===== config.mk =====
export PLATFORM = sky130hd
export DESIGN_NAME = div_half_ctrl_flat
export DESIGN_NICKNAME = d
export VERILOG_FILES = /design/src/rtl/div_half_ctrl_if.sv /design/src/rtl/div_half_ctrl.sv /design/src/flat_wrapper.sv
export SDC_FILE = /design/constraint.sdc
export NUM_CORES = 1
export LEC_CHECK = 0
export CAP_MARGIN = 25
export CORE_MARGIN = 5
export CORE_UTILIZATION = 65
export DETAILED_ROUTE_END_ITERATION = 7
export DONT_BUFFER_PORTS = 1
export PLACE_DENSITY_LB_ADDON = 0.25
export SLEW_MARGIN = 10
export SYNTH_ARGS = -nofsm -noshare
export SYNTH_HDL_FRONTEND = slang
export SYNTH_SLANG_ARGS = --single-unit
export TNS_END_PERCENT = 10

===== constraint.sdc =====
create_clock -name clk -period 10.18 [get_ports clk]
set_input_delay 1.527 -clock clk [delete_from_list [all_inputs] [get_ports clk]]
set_output_delay 1.527 -clock clk [all_outputs]
set_load 0.02 [all_outputs]

===== src/rtl/div_half_ctrl_if.sv =====
// Ratio request handshake between the clock-management register block and div_half_ctrl.
// master drives a ratio request; slave accepts it when req_valid && req_ready.
interface div_half_ctrl_if #(
  parameter int unsigned W = 8
);
  logic         req_valid;
  logic [W-1:0] req_n;
  logic         req_ready;

  modport master (output req_valid, output req_n, input req_ready);
  modport slave  (input req_valid, input req_n, output req_ready);
endinterface


===== src/rtl/div_half_ctrl.sv =====
// Run-time controller for the half-integer (N/2) clock divider: accepts ratio requests
// and applies ratio changes / stops only on N-cycle frame boundaries for glitch-free switching.
module div_half_ctrl #(
  parameter int unsigned W         = 8,
  parameter int unsigned N_DEFAULT = 13,
  parameter int unsigned N_MIN     = 3,
  parameter int unsigned RST_CYC   = 2
) (
  input  logic           clk,
  input  logic           rst_n,
  input  logic           i_enable,
  div_half_ctrl_if.slave req,
  output logic [W-1:0]   o_div_n,
  output logic           o_div_rst_n,
  output logic           o_div_active,
  output logic           o_frame_pulse,
  output logic           o_err_pulse,
  output logic           o_busy
);

  localparam int unsigned SW        = $clog2(RST_CYC) + 1;
  localparam logic [SW-1:0] SCNT_LAST = SW'(RST_CYC - 1);
  localparam logic [W-1:0]  N_RST     = W'(N_DEFAULT);
  localparam logic [W-1:0]  N_LO      = W'(N_MIN);

  typedef enum logic [1:0] {
    S_OFF   = 2'd0,
    S_START = 2'd1,
    S_RUN   = 2'd2,
    S_DRAIN = 2'd3
  } state_e;

  state_e        r_state;
  logic [W-1:0]  r_cnt;
  logic [SW-1:0] r_scnt;
  logic [W-1:0]  r_div_n;
  logic [W-1:0]  r_pend_n;
  logic          r_pend_flag;
  logic          r_div_rst_n;
  logic          r_div_active;
  logic          r_frame_pulse;
  logic          r_err_pulse;
  logic          r_busy;

  state_e        w_state_next;
  logic [W-1:0]  w_cnt_next;
  logic [SW-1:0] w_scnt_next;
  logic [W-1:0]  w_div_n_next;
  logic [W-1:0]  w_pend_n_next;
  logic          w_pend_flag_next;
  logic          w_err_next;
  logic          w_run_next;
  logic          w_frame_next;
  logic          w_ready;
  logic          w_fire;
  logic          w_legal;
  logic          w_frame_end;
  logic [W-1:0]  w_cnt_step;

  // Handshake readiness depends on state only; requests stall while starting or draining.
  assign w_ready       = (r_state == S_OFF) || (r_state == S_RUN);
  assign req.req_ready = w_ready;

  assign w_fire      = req.req_valid && w_ready;
  assign w_legal     = req.req_n[0] && (req.req_n >= N_LO);
  assign w_frame_end = (r_cnt == (r_div_n - W'(1)));
  assign w_cnt_step  = w_frame_end ? '0 : (r_cnt + W'(1));

  // Next-state and next-register values.
  always_comb begin
    w_state_next     = r_state;
    w_cnt_next       = '0;
    w_scnt_next      = '0;
    w_div_n_next     = r_div_n;
    w_pend_n_next    = r_pend_n;
    w_pend_flag_next = r_pend_flag;
    w_err_next       = w_fire && !w_legal;

    case (r_state)
      S_OFF: begin
        if (w_fire && w_legal) begin
          w_div_n_next = req.req_n;
        end
        if (i_enable) begin
          w_state_next = S_START;
        end
      end

      S_START: begin
        if (!i_enable) begin
          w_state_next = S_OFF;
        end else if (r_scnt == SCNT_LAST) begin
          w_state_next = S_RUN;
        end else begin
          w_scnt_next = r_scnt + SW'(1);
        end
      end

      S_RUN: begin
        w_cnt_next = w_cnt_step;
        if (w_fire && w_legal) begin
          w_pend_n_next    = req.req_n;
          w_pend_flag_next = 1'b1;
          w_state_next     = S_DRAIN;
        end
        if (!i_enable) begin
          w_state_next = S_DRAIN;
        end
      end

      S_DRAIN: begin
        w_cnt_next = w_cnt_step;
        // Leave only on the last cycle of a frame so no divided period is truncated.
        if (w_frame_end) begin
          if (r_pend_flag) begin
            w_div_n_next     = r_pend_n;
            w_pend_flag_next = 1'b0;
          end
          w_cnt_next   = '0;
          w_state_next = i_enable ? S_START : S_OFF;
        end
      end

      default: begin
        w_state_next = S_OFF;
      end
    endcase
  end

  assign w_run_next   = (w_state_next == S_RUN) || (w_state_next == S_DRAIN);
  assign w_frame_next = w_run_next && (w_cnt_next == (w_div_n_next - W'(1)));

  // State and registered outputs.
  always_ff @(posedge clk or negedge rst_n) begin
    if (!rst_n) begin
      r_state       <= S_OFF;
      r_cnt         <= '0;
      r_scnt        <= '0;
      r_div_n       <= N_RST;
      r_pend_n      <= N_RST;
      r_pend_flag   <= 1'b0;
      r_div_rst_n   <= 1'b0;
      r_div_active  <= 1'b0;
      r_frame_pulse <= 1'b0;
      r_err_pulse   <= 1'b0;
      r_busy        <= 1'b0;
    end else begin
      r_state       <= w_state_next;
      r_cnt         <= w_cnt_next;
      r_scnt        <= w_scnt_next;
      r_div_n       <= w_div_n_next;
      r_pend_n      <= w_pend_n_next;
      r_pend_flag   <= w_pend_flag_next;
      r_div_rst_n   <= w_run_next;
      r_div_active  <= w_run_next;
      r_frame_pulse <= w_frame_next;
      r_err_pulse   <= w_err_next;
      r_busy        <= (w_state_next == S_START) || (w_state_next == S_DRAIN);
    end
  end

  assign o_div_n       = r_div_n;
  assign o_div_rst_n   = r_div_rst_n;
  assign o_div_active  = r_div_active;
  assign o_frame_pulse = r_frame_pulse;
  assign o_err_pulse   = r_err_pulse;
  assign o_busy        = r_busy;

endmodule


===== src/flat_wrapper.sv =====
// flat-port wrapper written by rule: the top's interface ports become plain ports
module div_half_ctrl_flat 
#(
  parameter int unsigned W         = 8,
  parameter int unsigned N_DEFAULT = 13,
  parameter int unsigned N_MIN     = 3,
  parameter int unsigned RST_CYC   = 2
)
  (clk, rst_n, i_enable, o_div_n, o_div_rst_n, o_div_active, o_frame_pulse, o_err_pulse, o_busy, req_req_valid, req_req_n, req_req_ready);
  div_half_ctrl_if #(.W(W)) req_i ();
  input  logic clk;
  input  logic rst_n;
  input  logic i_enable;
  output logic [W-1:0] o_div_n;
  output logic o_div_rst_n;
  output logic o_div_active;
  output logic o_frame_pulse;
  output logic o_err_pulse;
  output logic o_busy;
  input wire logic [$bits(req_i.req_valid)-1:0] req_req_valid;
  input wire logic [$bits(req_i.req_n)-1:0] req_req_n;
  output wire logic [$bits(req_i.req_ready)-1:0] req_req_ready;
  assign req_i.req_valid = req_req_valid;
  assign req_i.req_n = req_req_n;
  assign req_req_ready = req_i.req_ready;
  div_half_ctrl #(.W(W), .N_DEFAULT(N_DEFAULT), .N_MIN(N_MIN), .RST_CYC(RST_CYC)) u_core (.clk(clk), .rst_n(rst_n), .i_enable(i_enable), .req(req_i), .o_div_n(o_div_n), .o_div_rst_n(o_div_rst_n), .o_div_active(o_div_active), .o_frame_pulse(o_frame_pulse), .o_err_pulse(o_err_pulse), .o_busy(o_busy));
endmodule

==> results of run 1 <==
[cells by family (layout without fill, tap and decap cells)]
group | after synthesis | count (layout) | synth area share [%]
flip-flops | 32 | 32 | 37.8
buffers and inverters | 22 | 23 | 4.16
AND/OR/NAND/NOR | 75 | 75 | 19.5
adder cells (fa/ha/maj) | 7 | 7 | 4.10
XOR/XNOR | 22 | 22 | 9.02
multiplexers | 10 | 10 | 5.09
AO/OA/AOI/OAI | 54 | 54 | 20.3
[worst max-delay path: stages, from the launching register on]
cell	delay [ns]
dfrtp_1	0.52
inv_1	0.17
ha_1	0.20
or3b_1	0.38
a211oi_1	0.36
nand4_2	0.21
a2111oi_2	0.56
o21ai_1	0.14
o21a_1	0.13
a21oi_1	0.26
ha_1	0.24
inv_1	0.05
nor3b_1	0.35
o21a_1	0.18
a22oi_1	0.09
a2111oi_2	0.21
[power breakdown]
group / internal (mW) / switching, mW / total [mW] / leakage (nW)
clock network: 0.0340 / 0.0419 / 0.0759 / 0.0326
logic: 0.185 / 0.238 / 0.423 / 0.544
registers: 0.174 / 0.0826 / 0.257 / 0.403
total: 0.394 / 0.362 / 0.756 / 0.980
[synthesized netlist by cell type (2+ instances only)]
cell       count
nor2_1        20
dfstp_2        6
xnor2_1       10
a2111oi_2      2
o31a_1         2
o21a_1         2
xor2_1        12
nand3_1        7
a211oi_1       2
nor3_1         5
nor3b_1        2
or3_1          2
o31ai_1        2
a21o_1         2
mux2i_1        3
and3_1         3
inv_1         15
nor2b_1        4
a22o_1         2
buf_2          2
o21ai_1        2
a21boi_0       2
ha_1           7
a21oi_1       11
mux2_2         7
nand2_1       11
nand2b_1       2
o21ai_0        8
nand4_1        3
dfrtp_1       26
clkbuf_1       4
a22oi_1        2
a221o_1        4
[flip-flops by register name (all words and copies together), names as in the netlist]
register and count:
u_core.o_busy 1, u_core.o_div_n 8, u_core.o_div_rst_n 1, u_core.o_err_pulse 1, u_core.o_frame_pulse 1, u_core.r_cnt 8, u_core.r_pend_flag 1, u_core.r_pend_n 8
u_core.r_scnt 2, u_core.r_state 1
[metal layers]
layer  wire length [µm]  track usage, %
met2               2310            40.0
met5                  0               0
met1               2120            29.4
met4                136            10.9
met3                390            7.49
[layout make-up]
type,instances,area [µm²]
Tap cell,44,55.1
Multi-Input combinational cell,168,1240
Fill cell,257,885
Sequential cell,32,808
Clock buffer,8,58.8
Inverter,15,56.3
[layout by cell type (no fill, tap or decap), types with 2 or more instances in the layout]
master	n
a211oi_1	2
clkbuf_1	2
or3_1	2
nor2b_1	4
a2111oi_2	2
a22oi_1	2
inv_1	15
o21ai_1	2
nor2_1	20
nand2_1	11
dfstp_2	6
mux2_2	7
ha_1	7
o31a_1	2
xor2_1	12
o21a_1	2
o21ai_0	8
a221o_1	4
mux2i_1	3
a22o_1	2
xnor2_1	10
nor3b_1	2
and3_1	3
clkbuf_4	5
a21oi_1	11
dfrtp_1	26
a21boi_0	2
nand2b_1	2
o31ai_1	2
a21o_1	2
nand4_1	3
nor3_1	5
nand3_1	7
[worst min-delay path by stage]
stage | end | slack (ns) | start | depth (start not counted)
floorplan | u_core.r_scnt[0] | 0.43 | u_core.r_scnt[0] | 1
global placement | u_core.r_scnt[0] | 0.44 | u_core.r_scnt[0] | 1
detailed placement | u_core.r_scnt[0] | 0.45 | u_core.r_scnt[0] | 1
CTS | u_core.r_scnt[0] | 0.46 | u_core.r_scnt[0] | 1
global route | u_core.r_scnt[0] | 0.49 | u_core.r_scnt[0] | 1
finish | u_core.r_scnt[0] | 0.46 | u_core.r_scnt[0] | 1
==> results.toml, run 1 <==
[die]
die_y_um = 67.3
die_x_um = 67.3
core_um2 = 3100
num_rows = 20
initial_core_util_pct = 68.9
dieArea_um2 = 4530
ios = 26

[drt]
avgRoutedWirePerCell_um = 18.6
drc = 0
antenna_left = 0
num_vias = 1726
dr.pass1.iters = 4
wirelength_mm = 4.96
via_per_inst = 6.46
drt_iter0_drc = 132

[clock_network]
path_clk_slew_ns = 0.10
cts_resized = 0
cts.sinks = 32
htreeDepth = 2
cts_tree = "done"
clockRootBuffer = "clkbuf_4"
cts_buffers = 5
cts_buffer_depth = 2
holdBufCountCts = 0
post_cts_buffers = 0
clk_latency_ns = 0.34

[worst_setup_path]
arrival_ns = 4.40
worst_setup_path_start_kind = "flip-flop"
cp-startpoint = "u_core.o_div_n[1]"
cp-end-kind = "flip-flop"
reg2reg_depth = 15
worst_ep_required_time_ns = 10.41
endpoint = "u_core.o_frame_pulse"
crit_fanout = 4
crit_type = "reg -> reg"
timing.rr.start = "u_core.o_div_n[1]"
r2r-end = "u_core.o_frame_pulse"
rrSetupSlack_ns = 6.01

[global_routing]
grt_pass1_wl_mm = 8.09
grt_pass1_vias = 1734
grt_use_total_pct = 24.4
overflow = 0
grt_antenna_before_repair = 0
grt_max_degree = 33

[final_layout]
layout-drive-gt1-share_pct = 14.8
diodes = 0
postLayoutCellArea_um2 = 2220
stdcell_count = 267
syn_to_final_growth_pct = 3.81
final_util_pct = 71.5
nets = 241

[synth]
synth_edf_count = 0
ys_seq_elements = 32
synthCells = 222
yosysTopAreaCellShare_pct = 30.4
syn_avg_cell_area_um2 = 9.63
synth_cell_types = 61
syn_area_um2 = 2140
ys_seq_area_share_pct = 37.8
synth_flop_cell = "dfrtp_1"
syn_nets = 241
synthArstFlopShare_pct = 100
synth_top_cell_by_area = "dfrtp_1"
yosys-top-cells-area = "dfrtp_1 30%, dfstp_2 7.4%, xor2_1 4.9%"
ys_warn_count = 0

[pwr]
peakVddDrop_mv = 0.204
p_per_area_nw_per_um2 = 341
cellLeakagePower_nw = 0.980
p_total_uw = 756

[timing]
setup-violations-final = 0
holdWs_ns = 0.461
slew_violations = 0
max_freq_mhz = 240
worst_pin_slew_ns = 0.685
finalCritPeriodShare_pct = 41.0
layout_setup_ws_ns = 6.01
skew_ns = 0.00605
period_needed_ns = 4.17
tns_ns = 0
slew_headroom_pct = 54.2
rsz0062_at_grt = "no"
hold_viol_final = 0

[placement]
dpl_worst_slack_ns = 6.03
dpl_cell_area_um2 = 2160
port_buffers = 0
gp_congestion = 0.905
dpl.hpwl_mm = 3.77
placedCellCount = 259

[flow_run]
cap_violations = 0

[status]
status = "finished clean"

[min_path]
hold_class = "reg -> reg"
No activity file was read; power rests on OpenSTA's default activity.
==> inputs of run 2 (changes only) <==
--- a/config.mk
+++ b/config.mk
@@ -7,7 +7,7 @@
 export LEC_CHECK = 0
 export CAP_MARGIN = 25
 export CORE_MARGIN = 5
-export CORE_UTILIZATION = 65
+export CORE_UTILIZATION = 63
 export DETAILED_ROUTE_END_ITERATION = 7
 export DONT_BUFFER_PORTS = 1
 export PLACE_DENSITY_LB_ADDON = 0.25
==> constraint.sdc (replaced) <==
create_clock -name clk -period 4.05 [get_ports clk]
set_input_delay 0.6075 -clock clk [delete_from_list [all_inputs] [get_ports clk]]
set_output_delay 0.6075 -clock clk [all_outputs]
set_load 0.02 [all_outputs]
==> results.toml, run 2 (synthesis results as in run 1) <==
[worst_setup_path]
endpoint = "u_core.o_frame_pulse"
r2r-end = "u_core.o_frame_pulse"
crit_cells = 12
timing.rr.start = "u_core.o_div_n[0]"
path_buf_inv = 1
critical_path.slowest_cell = "dfstp_2"
path_cells = "inv_1 > ha_1 > xnor2_1 > a211oi_1 > nand4_2 > a211oi_4 > a41oi_2 > a2bb2oi_2 > or4_1 > a21o_1 > a21o_1 > a2111oi_2"
worst_ep_required_time_ns = 4.28
cp-startpoint = "u_core.o_div_n[0]"
crit_fanout = 7
reg2reg_depth = 12
arrival_ns = 4.02
max_stage_delay_ns = 0.67
crit_type = "reg -> reg"
worst_setup_path_start_kind = "flip-flop"
cp-end-kind = "flip-flop"
crit_top_cell = "a21o_1"
path_delay_family = "compound AO/OA/AOI/OAI gates"
rrSetupSlack_ns = 0.26

[pwr]
cellLeakagePower_nw = 1.03
peakVddDrop_mv = 0.401
p_per_area_nw_per_um2 = 865

[timing]
finalCritPeriodShare_pct = 93.6
max_freq_mhz = 264
skew_ns = 0.0104
period_needed_ns = 3.79
rsz0062_at_grt = "no"
hold_viol_final = 0
slew_headroom_pct = 51.6
worst_pin_slew_ns = 0.721
slew_violations = 0
tns_ns = 0
setup-violations-final = 0

[final_layout]
nets = 247
most-common-layout-cells = "26 x dfrtp_1, 20 x nor2_1, 15 x inv_1"
syn_to_final_growth_pct = 8.26
final_common_cell = "dfrtp_1"
fillers = 273
final_util_pct = 69.9
layout-drive-gt1-share_pct = 17.9
diodes = 0

[global_routing]
grt_pass1_vias = 1767
grt_antenna_before_repair = 0
grt_max_degree = 27
grt_pass1_wl_mm = 8.52
use_met2_pct = 42.0
top_usage_layer = "met2"
grt_util_met3_pct = 6.40
grt_use_total_pct = 24.9
overflow = 0
use_met1_pct = 31.3

[die]
core_um2 = 3310
dieArea_um2 = 4660
die_x_um = 68.2
initial_core_util_pct = 64.6
ios = 26
num_rows = 21
die_y_um = 68.2

[flow_run]
cap_violations = 0

[clock_network]
cts_buffer_depth = 2
clk_latency_ns = 0.34
htreeDepth = 2
cts.sinks = 32
path_clk_slew_ns = 0.10
clockRootBuffer = "clkbuf_4"
cts_buffers = 5
cts_tree = "done"

[drt]
avgRoutedWirePerCell_um = 18.0
drc = 0
num_vias = 1665
drt_iter0_drc = 109
antenna_left = 0
dr.pass1.iters = 4
wirelength_mm = 4.95
via_per_inst = 6.05

[min_path]
hold_class = "in -> async"

[placement]
port_buffers = 0
dpl.hpwl_mm = 3.73
gp_congestion = 0.930

[status]
status = "finished clean"
==> run 2: changes by cell type in the layout (fill, tap and decap cells not counted) <==
cell	previous run	this run
bufinv_16	0	1
a2111oi_4	0	1
buf_4	0	5
clkinv_2	0	1
clkbuf_1	2	1
nor3b_1	2	1
clkbuf_8	1	0
a2111oi_2	2	1
buf_12	0	1
nor3b_2	0	1
==> run 2: layer usage <==
| metal | wire, µm | vias to the layer above |
|---|---|---|
| li1 | - | 808 |
| met1 | 2130 | 801 |
| met2 | 2440 | 49 |
| met3 | 321 | 7 |
| met4 | 57 | 0 |
| met5 | 0 | - |
==> run 2: layout make-up <==
type	instances	area [µm²]	area share [%]
Tap cell	46	57.6	2.49
Timing Repair Buffer	6	57.6	2.49
Inverter	15	56.3	2.43
Clock buffer	6	41.3	1.78
Clock inverter	2	35.0	1.51
Sequential cell	32	808	34.9
Multi-Input combinational cell	168	1260	54.4
==> run 2: how the worst min path moves through the flow <==
stage	slack, ns	endpoint	depth (start not counted)
4_1_cts	0.07	u_core.r_cnt[7]	1
3_3_place_gp	0.31	u_core.r_scnt[1]	0
5_1_grt	0.06	u_core.r_pend_n[4]	1
3_5_place_dp	0.31	u_core.o_div_rst_n	0
6_report	0.08	u_core.o_busy	1
2_1_floorplan	0.31	u_core.o_busy	0
==> run 2: power breakdown <==
group          switching [mW]  internal (mW)  total [mW]  leakage [nW]
registers               0.171          0.438       0.609         0.403
clock network           0.109          0.129       0.238        0.0422
logic                   0.664          0.488        1.15         0.583
==> run 2: timing repair <==
action                     4_1_cts  5_1_grt
resized for setup                0        2
hold endpoints to repair        26        0
setup endpoints to repair        0        1
hold buffers                     1        0
setup buffers                    0        2
==> run 2: per-stage QoR <==
| stage | power [mW] | hold slack [ns] | instance area (µm²) | setup slack (ns) | std cells |
|---|---|---|---|---|---|
| floorplan | 1.49 | 0.312 | 2140 | 0.536 | 222 |
| global placement | 1.67 | 0.313 | 2180 | 0.346 | 264 |
| detailed placement | 1.72 | 0.313 | 2180 | 0.111 | 264 |
| CTS | 1.97 | 0.0659 | 2280 | 0.0856 | 273 |
| global route | 2.16 | 0.0646 | 2310 | 0.00620 | 275 |
| finish | 2.00 | 0.0754 | 2310 | 0.260 | 275 |
